**config.mk**
```make
export PLATFORM = sky130hd
export DESIGN_NAME = conv_dnn_frame_buffer
export DESIGN_NICKNAME = d
export VERILOG_FILES = /design/src/rtl/conv_dnn_frame_buffer.sv
export SDC_FILE = /design/constraint.sdc
export NUM_CORES = 1
export LEC_CHECK = 0
export ABC_AREA = 1
export CORE_UTILIZATION = 61
export DETAILED_ROUTE_END_ITERATION = 10
export GPL_TIMING_DRIVEN = 0
export PLACE_DENSITY = 0.8
export SYNTH_ARGS = -nofsm -noshare
export SYNTH_HDL_FRONTEND = slang
export SYNTH_SLANG_ARGS = --single-unit
```
**constraint.sdc**
```tcl
create_clock -name clk -period 4.2 [get_ports clk]
set_clock_uncertainty 0.2 [all_clocks]
set_input_delay 0.84 -clock clk [delete_from_list [all_inputs] [get_ports clk]]
set_output_delay 0.84 -clock clk [all_outputs]
set_load 0.005 [all_outputs]
```
**src/rtl/conv_dnn_frame_buffer.sv**
```systemverilog
// Ping-pong frame buffer between the conv/pool stage and the dense stage.
// Writes pixel-major beats (PE channels each, requantised), replays channel-major (OutLanes pixels each).
module conv_dnn_frame_buffer #(
   parameter int BitSize    = 32,
   parameter int OutBitSize = 16,
   parameter int Shift      = 8,
   parameter int NumK       = 4,
   parameter int PE         = 2,
   parameter int NumIn      = 4,
   parameter int OutLanes   = 2,
   localparam int CH_W      = (NumK > 1) ? $clog2(NumK) : 1
) (
   input  logic                                 clk,
   input  logic                                 res_n,
   input  logic                                 in_valid,
   output logic                                 in_ready,
   input  logic [PE-1:0][BitSize-1:0]           in_data,
   input  logic                                 in_last,
   output logic                                 out_valid,
   input  logic                                 out_ready,
   output logic [OutLanes-1:0][OutBitSize-1:0]  out_data,
   output logic [CH_W-1:0]                      out_ch,
   output logic                                 out_last_ch,
   output logic                                 out_last_frame,
   output logic                                 err
);

   // Read FSM
   // state       | meaning
   // ST_IDLE     | no full bank to drain, output register empty
   // ST_PREFETCH | loading beat 0 of rd_bank into the output register
   // ST_STREAM   | output register holds a valid beat; on the final handshake either
   //             | chains straight into beat 0 of the other (full) bank or goes idle

   localparam int KB_N   = NumK / PE;
   localparam int KB_W   = (KB_N > 1) ? $clog2(KB_N) : 1;
   localparam int P_W    = (NumIn > 1) ? $clog2(NumIn) : 1;
   localparam int OB_N   = NumIn / OutLanes;
   localparam int OB_W   = (OB_N > 1) ? $clog2(OB_N) : 1;
   localparam int WORDS  = NumK * NumIn;
   localparam int ADDR_W = (WORDS > 1) ? $clog2(WORDS) : 1;

   localparam logic signed [BitSize-1:0] Q_MAX =
      {{(BitSize-OutBitSize+1){1'b0}}, {(OutBitSize-1){1'b1}}};
   localparam logic signed [BitSize-1:0] Q_MIN =
      {{(BitSize-OutBitSize+1){1'b1}}, {(OutBitSize-1){1'b0}}};

   typedef enum logic [1:0] {
      ST_IDLE,
      ST_PREFETCH,
      ST_STREAM
   } rd_state_t;

   logic [OutBitSize-1:0] mem [2][WORDS];
   logic [1:0]            full;
   logic                  wr_bank;
   logic                  rd_bank;
   logic [KB_W-1:0]       wr_kb;
   logic [P_W-1:0]        wr_p;
   logic                  wr_fire;
   logic                  wr_final;
   logic [ADDR_W-1:0]     wr_base;

   rd_state_t             rd_state;
   rd_state_t             rd_state_nxt;
   logic [OB_W-1:0]       rd_ob;
   logic                  out_hs;
   logic                  frame_done;
   logic                  ld_en;
   logic                  ld_bank;
   logic [CH_W-1:0]       ld_ch;
   logic [OB_W-1:0]       ld_ob;
   logic [ADDR_W-1:0]     ld_base;

   // Floor shift then clamp to the signed output range.
   function automatic logic [OutBitSize-1:0] quant(input logic [BitSize-1:0] v);
      logic signed [BitSize-1:0] q;
      q = $signed(v) >>> Shift;
      if (q > Q_MAX) begin
         q = Q_MAX;
      end else if (q < Q_MIN) begin
         q = Q_MIN;
      end
      return q[OutBitSize-1:0];
   endfunction

   assign in_ready   = !full[wr_bank];
   assign wr_fire    = in_valid && in_ready;
   assign wr_final   = (wr_kb == KB_W'(KB_N-1)) && (wr_p == P_W'(NumIn-1));
   assign wr_base    = ADDR_W'(wr_kb) * ADDR_W'(PE*NumIn) + ADDR_W'(wr_p);
   assign out_hs     = out_valid && out_ready;
   assign frame_done = (rd_state == ST_STREAM) && out_hs && out_last_frame;

   always_ff @(posedge clk or negedge res_n) begin
      if (!res_n) begin
         wr_kb   <= '0;
         wr_p    <= '0;
         wr_bank <= 1'b0;
         err     <= 1'b0;
      end else if (wr_fire) begin
         if (in_last != wr_final) begin
            err <= 1'b1;
         end
         if (wr_kb == KB_W'(KB_N-1)) begin
            wr_kb <= '0;
            wr_p  <= wr_final ? '0 : wr_p + P_W'(1);
         end else begin
            wr_kb <= wr_kb + KB_W'(1);
         end
         if (wr_final) begin
            wr_bank <= ~wr_bank;
         end
      end
   end

   // Lane l of a write beat is channel wr_kb*PE+l, stored at [k][p].
   always_ff @(posedge clk) begin
      if (wr_fire) begin
         for (int l = 0; l < PE; l++) begin
            mem[wr_bank][wr_base + ADDR_W'(l*NumIn)] <= quant(in_data[l]);
         end
      end
   end

   // The writer only touches a non-full bank and the reader only drains a full one,
   // so a set and a clear in the same cycle always hit different banks.
   always_ff @(posedge clk or negedge res_n) begin
      if (!res_n) begin
         full <= '0;
      end else begin
         if (wr_fire && wr_final) begin
            full[wr_bank] <= 1'b1;
         end
         if (frame_done) begin
            full[rd_bank] <= 1'b0;
         end
      end
   end

   always_ff @(posedge clk or negedge res_n) begin
      if (!res_n) begin
         rd_state <= ST_IDLE;
      end else begin
         rd_state <= rd_state_nxt;
      end
   end

   always_comb begin
      rd_state_nxt = rd_state;
      ld_en        = 1'b0;
      ld_bank      = rd_bank;
      ld_ch        = '0;
      ld_ob        = '0;
      case (rd_state)
         ST_IDLE: begin
            if (full[rd_bank]) begin
               rd_state_nxt = ST_PREFETCH;
            end
         end
         ST_PREFETCH: begin
            ld_en        = 1'b1;
            rd_state_nxt = ST_STREAM;
         end
         ST_STREAM: begin
            if (out_hs) begin
               if (!out_last_frame) begin
                  ld_en = 1'b1;
                  if (out_last_ch) begin
                     ld_ch = out_ch + CH_W'(1);
                  end else begin
                     ld_ch = out_ch;
                     ld_ob = rd_ob + OB_W'(1);
                  end
               end else if (full[~rd_bank]) begin
                  ld_en   = 1'b1;
                  ld_bank = ~rd_bank;
               end else begin
                  rd_state_nxt = ST_IDLE;
               end
            end
         end
         default: rd_state_nxt = ST_IDLE;
      endcase
   end

   assign ld_base = ADDR_W'(ld_ch) * ADDR_W'(NumIn) + ADDR_W'(ld_ob) * ADDR_W'(OutLanes);

   always_ff @(posedge clk or negedge res_n) begin
      if (!res_n) begin
         out_valid      <= 1'b0;
         out_data       <= '0;
         out_ch         <= '0;
         rd_ob          <= '0;
         out_last_ch    <= 1'b0;
         out_last_frame <= 1'b0;
         rd_bank        <= 1'b0;
      end else begin
         if (ld_en) begin
            out_valid <= 1'b1;
            for (int j = 0; j < OutLanes; j++) begin
               out_data[j] <= mem[ld_bank][ld_base + ADDR_W'(j)];
            end
            out_ch         <= ld_ch;
            rd_ob          <= ld_ob;
            out_last_ch    <= (ld_ob == OB_W'(OB_N-1));
            out_last_frame <= (ld_ob == OB_W'(OB_N-1)) && (ld_ch == CH_W'(NumK-1));
         end else if (frame_done) begin
            out_valid      <= 1'b0;
            out_data       <= '0;
            out_ch         <= '0;
            rd_ob          <= '0;
            out_last_ch    <= 1'b0;
            out_last_frame <= 1'b0;
         end
         if (frame_done) begin
            rd_bank <= ~rd_bank;
         end
      end
   end

endmodule

```
==> metrics.md <==
| Metric | Value |
|---|---|
| Vias | `20500` |
| Initial drt markers | `3236` |
| Total track usage | `0.379` |
| Clock Latency Late Sink | `0.64 ns` |
| Initial antenna violation count | `1` |
| Most frequent cells in the layout | `nand2_1, nand3_1, edfxtp_1, inv_1, buf_2` |
| Hpwl dp | `between 50000 and 60000 um` |
| Port bufs | `90` |
| Post-Syn Nets | `about 2600` |
| Post-synth top area share | `0.614` |
| Synth Register Bits | `559` |
| CP max FO | `32` |
| Unrepaired setup endpoints after global routing | `no` |
| Most common cell after layout, fill and taps aside | `nand2_1` |
| Post-synthesis cell type count | `27` |
| Yosys Warn Count | `0` |
| Die Area | `41800 um^2` |
| Max-Cap Viols | `0` |
| P_leak | `between 10 and 15 nW` |
| TritonCTS Buffers | `53` |
| Vias in the first global route | `a little under 20000` |
| Avg Cell Area, Syn | `9.97 um^2` |
| P&R area growth vs syn | `14.3%` |
| Placer Congestion | `0.922` |
| GRT overflow | `0` |
| First-pass GRT wire length | `115000 um` |
| Residual DRC | `0` |
| CTS tree | `done` |
| Worst Max-Slew Pin Slew | `1.42 ns` |
| DR WL/cell | `about 24 um` |
| Layout Nets | `around 2700` |
| Syn Inst Count | `2509` |
| # resized after CTS | `0` |
| Std-Cell Rows | `between 70 and 80` |
| Tot Pwr | `0.0156 W` |
| I/O pin count | `~110` |
| Final worst-path cycle share | `0.830` |
| Slew Viols, Final | `0` |
| Drt pass-1 iters | `6` |
| CTS max path bufs | `3` |
| Starting density of the core | `0.624` |
| Worst hold path class | `reg -> reg` |
| Cts hold-fix bufs | `1` |
| Die width | `a little over 200 um` |
| Max-Slew Margin vs Limit | `0.0524` |
| Final Setup Violations | `0` |
| Leading area contributor after synthesis | `edfxtp_1` |
| Pin count of the biggest net entering global routing | `33` |
| Postcts setup bufs | `0` |
| Final hold vios | `0` |
| Critical path startpoint category | `flop` |
| Layout filler cell count | `2762` |
| Clk slew on worst S/H paths | `0.06 ns` |
| Clock sink count | `approximately 560` |
| Peak supply drop | `402 uV` |
| Worst Setup Path Type | `reg -> reg` |
| Htree depth | `2` |
| Post-route minimum period | `about 3.5 ns` |
| Layout cells sized above 1 | `0.0886` |
| Critical Path RT | `4.24 ns` |
| Sequential cell area | `between 15000 and 20000 um^2` |
| Worst hold slack | `between 0.2 and 0.3 ns` |
| Max Clk Rate | `0.287 GHz` |
| Outcome | `complete, no violations` |
| Post-synthesis sequential area ratio | `0.661` |
| Vert. Die Dim | `205 um` |
| Routed Wire Length | `roughly 77000 um` |
| Fin Setup TNS | `0 ns` |
| Power Density | `545 nW/um^2` |
| CORE AREA | `40100 um^2` |
| Drt via density | `6.33` |
| Crit path DAT | `3.53 ns` |
| Largest cells by area after synthesis | `edfxtp_1, nand2_1, nand3_1` |
| Antenna Nets Post-Route | `0` |
| Root buffer cell | `clkbuf_16` |
| Synth Cell Area | `25000 um^2` |
| Area of the multi-input gates | `approximately 7300 um^2` |
| Element type at the critical path end | `flop` |
-- synth_stat cells --
library cell,n
buf_2,100
ha_1,5
nand4_1,4
nor2_4,1
clkbuf_1,31
buf_1,14
xor2_1,6
o21ai_0,18
inv_2,13
o21ai_1,3
nand3_2,1
o21bai_1,1
nand3_1,614
a21oi_1,37
a21o_1,2
inv_1,145
clkinv_1,2
edfxtp_1,512
buf_4,8
nor3_1,1
o211ai_1,1
nor2_2,11
nor2_1,59
dfrtp_1,47
o21ai_2,1
nand2_1,868
nor4_1,4
-- worst paths after layout --
path	slack, ns	from	cells after the start	to
setup / recovery	0.71	full[1]	10	mem[0][97]
hold / removal	0.28	out_data[11]	2	out_data[11]
setup reg to reg	0.71	full[1]	10	mem[0][97]
hold reg to reg	0.28	out_data[11]	2	out_data[11]
max in group asynchronous	2.78	res_n	3	out_data[1]
min in group asynchronous	0.47	res_n	2	out_data[29]
-- routing by layer --
| metal | vias up | track usage | share of wire |
|---|---|---|---|
| li1 | 8861 | - | - |
| met1 | 9604 | 0.486 | 0.34 |
| met2 | 1672 | 0.586 | 0.46 |
| met3 | 356 | 0.0891 | 0.14 |
| met4 | 0 | 0.233 | 0.068 |
| met5 | - | 0 | 0 |
-- flip-flops by register name, indices dropped and copies added, names as in the netlist --
signal          cells
out_ch              2
full                2
mem               512
out_valid           1
wr_p                2
wr_kb               1
rd_state            2
rd_bank             1
out_last_ch         1
out_last_frame      1
wr_bank             1
out_data           32
err                 1
-- power breakdown --
| group | switching (W) | internal, W | total (W) |
|---|---|---|---|
| logic | 0.00290 | 0.00122 | 0.00412 |
| registers | 0.000207 | 0.00669 | 0.00690 |
| clock network | 0.00210 | 0.00246 | 0.00456 |
-- logic make-up after synthesis --
logic type	Yosys count	synth area share
flops	559	0.661
xor+xnor	6	0.00210
fa+ha+maj	5	0.00250
simple gates	1563	0.268
buf+inv	313	0.0532
compound gates	63	0.0132
-- critical path, cell delays in order, from the launching register on --
cell,delay [ns]
dfrtp_1,0.39
inv_1,0.12
nand2_1,0.08
o21ai_2,0.09
nand2_1,0.19
nor2_1,0.17
inv_2,0.10
nor2_2,0.43
inv_2,0.20
buf_2,0.28
nor2_4,0.81
-- area by class of cell --
type                    instances  area share
diodes                          1   0.0000875
flip-flops and latches        559       0.578
plain buffers                 153      0.0255
well taps                     525      0.0230
clock buffers                  67      0.0499
clock inverters                30     0.00582
multi-input cells            1637       0.254
repair buffers                104      0.0424
inverters                     160      0.0210
-- metrics by stage --
stage | std cells | setup slack (ns) | cell area, um^2 | util
floorplan | 2509 | 0.553 | 25000 | -
global placement | 3124 | -1.21 | 26600 | 0.663
detailed placement | 3137 | 0.217 | 27000 | 0.673
CTS | 3235 | 0.770 | 28600 | 0.713
global route | 3235 | 0.491 | 28600 | 0.713
finish | 3236 | 0.712 | 28600 | 0.714
Note: power is estimated with default switching activity, not from simulation.
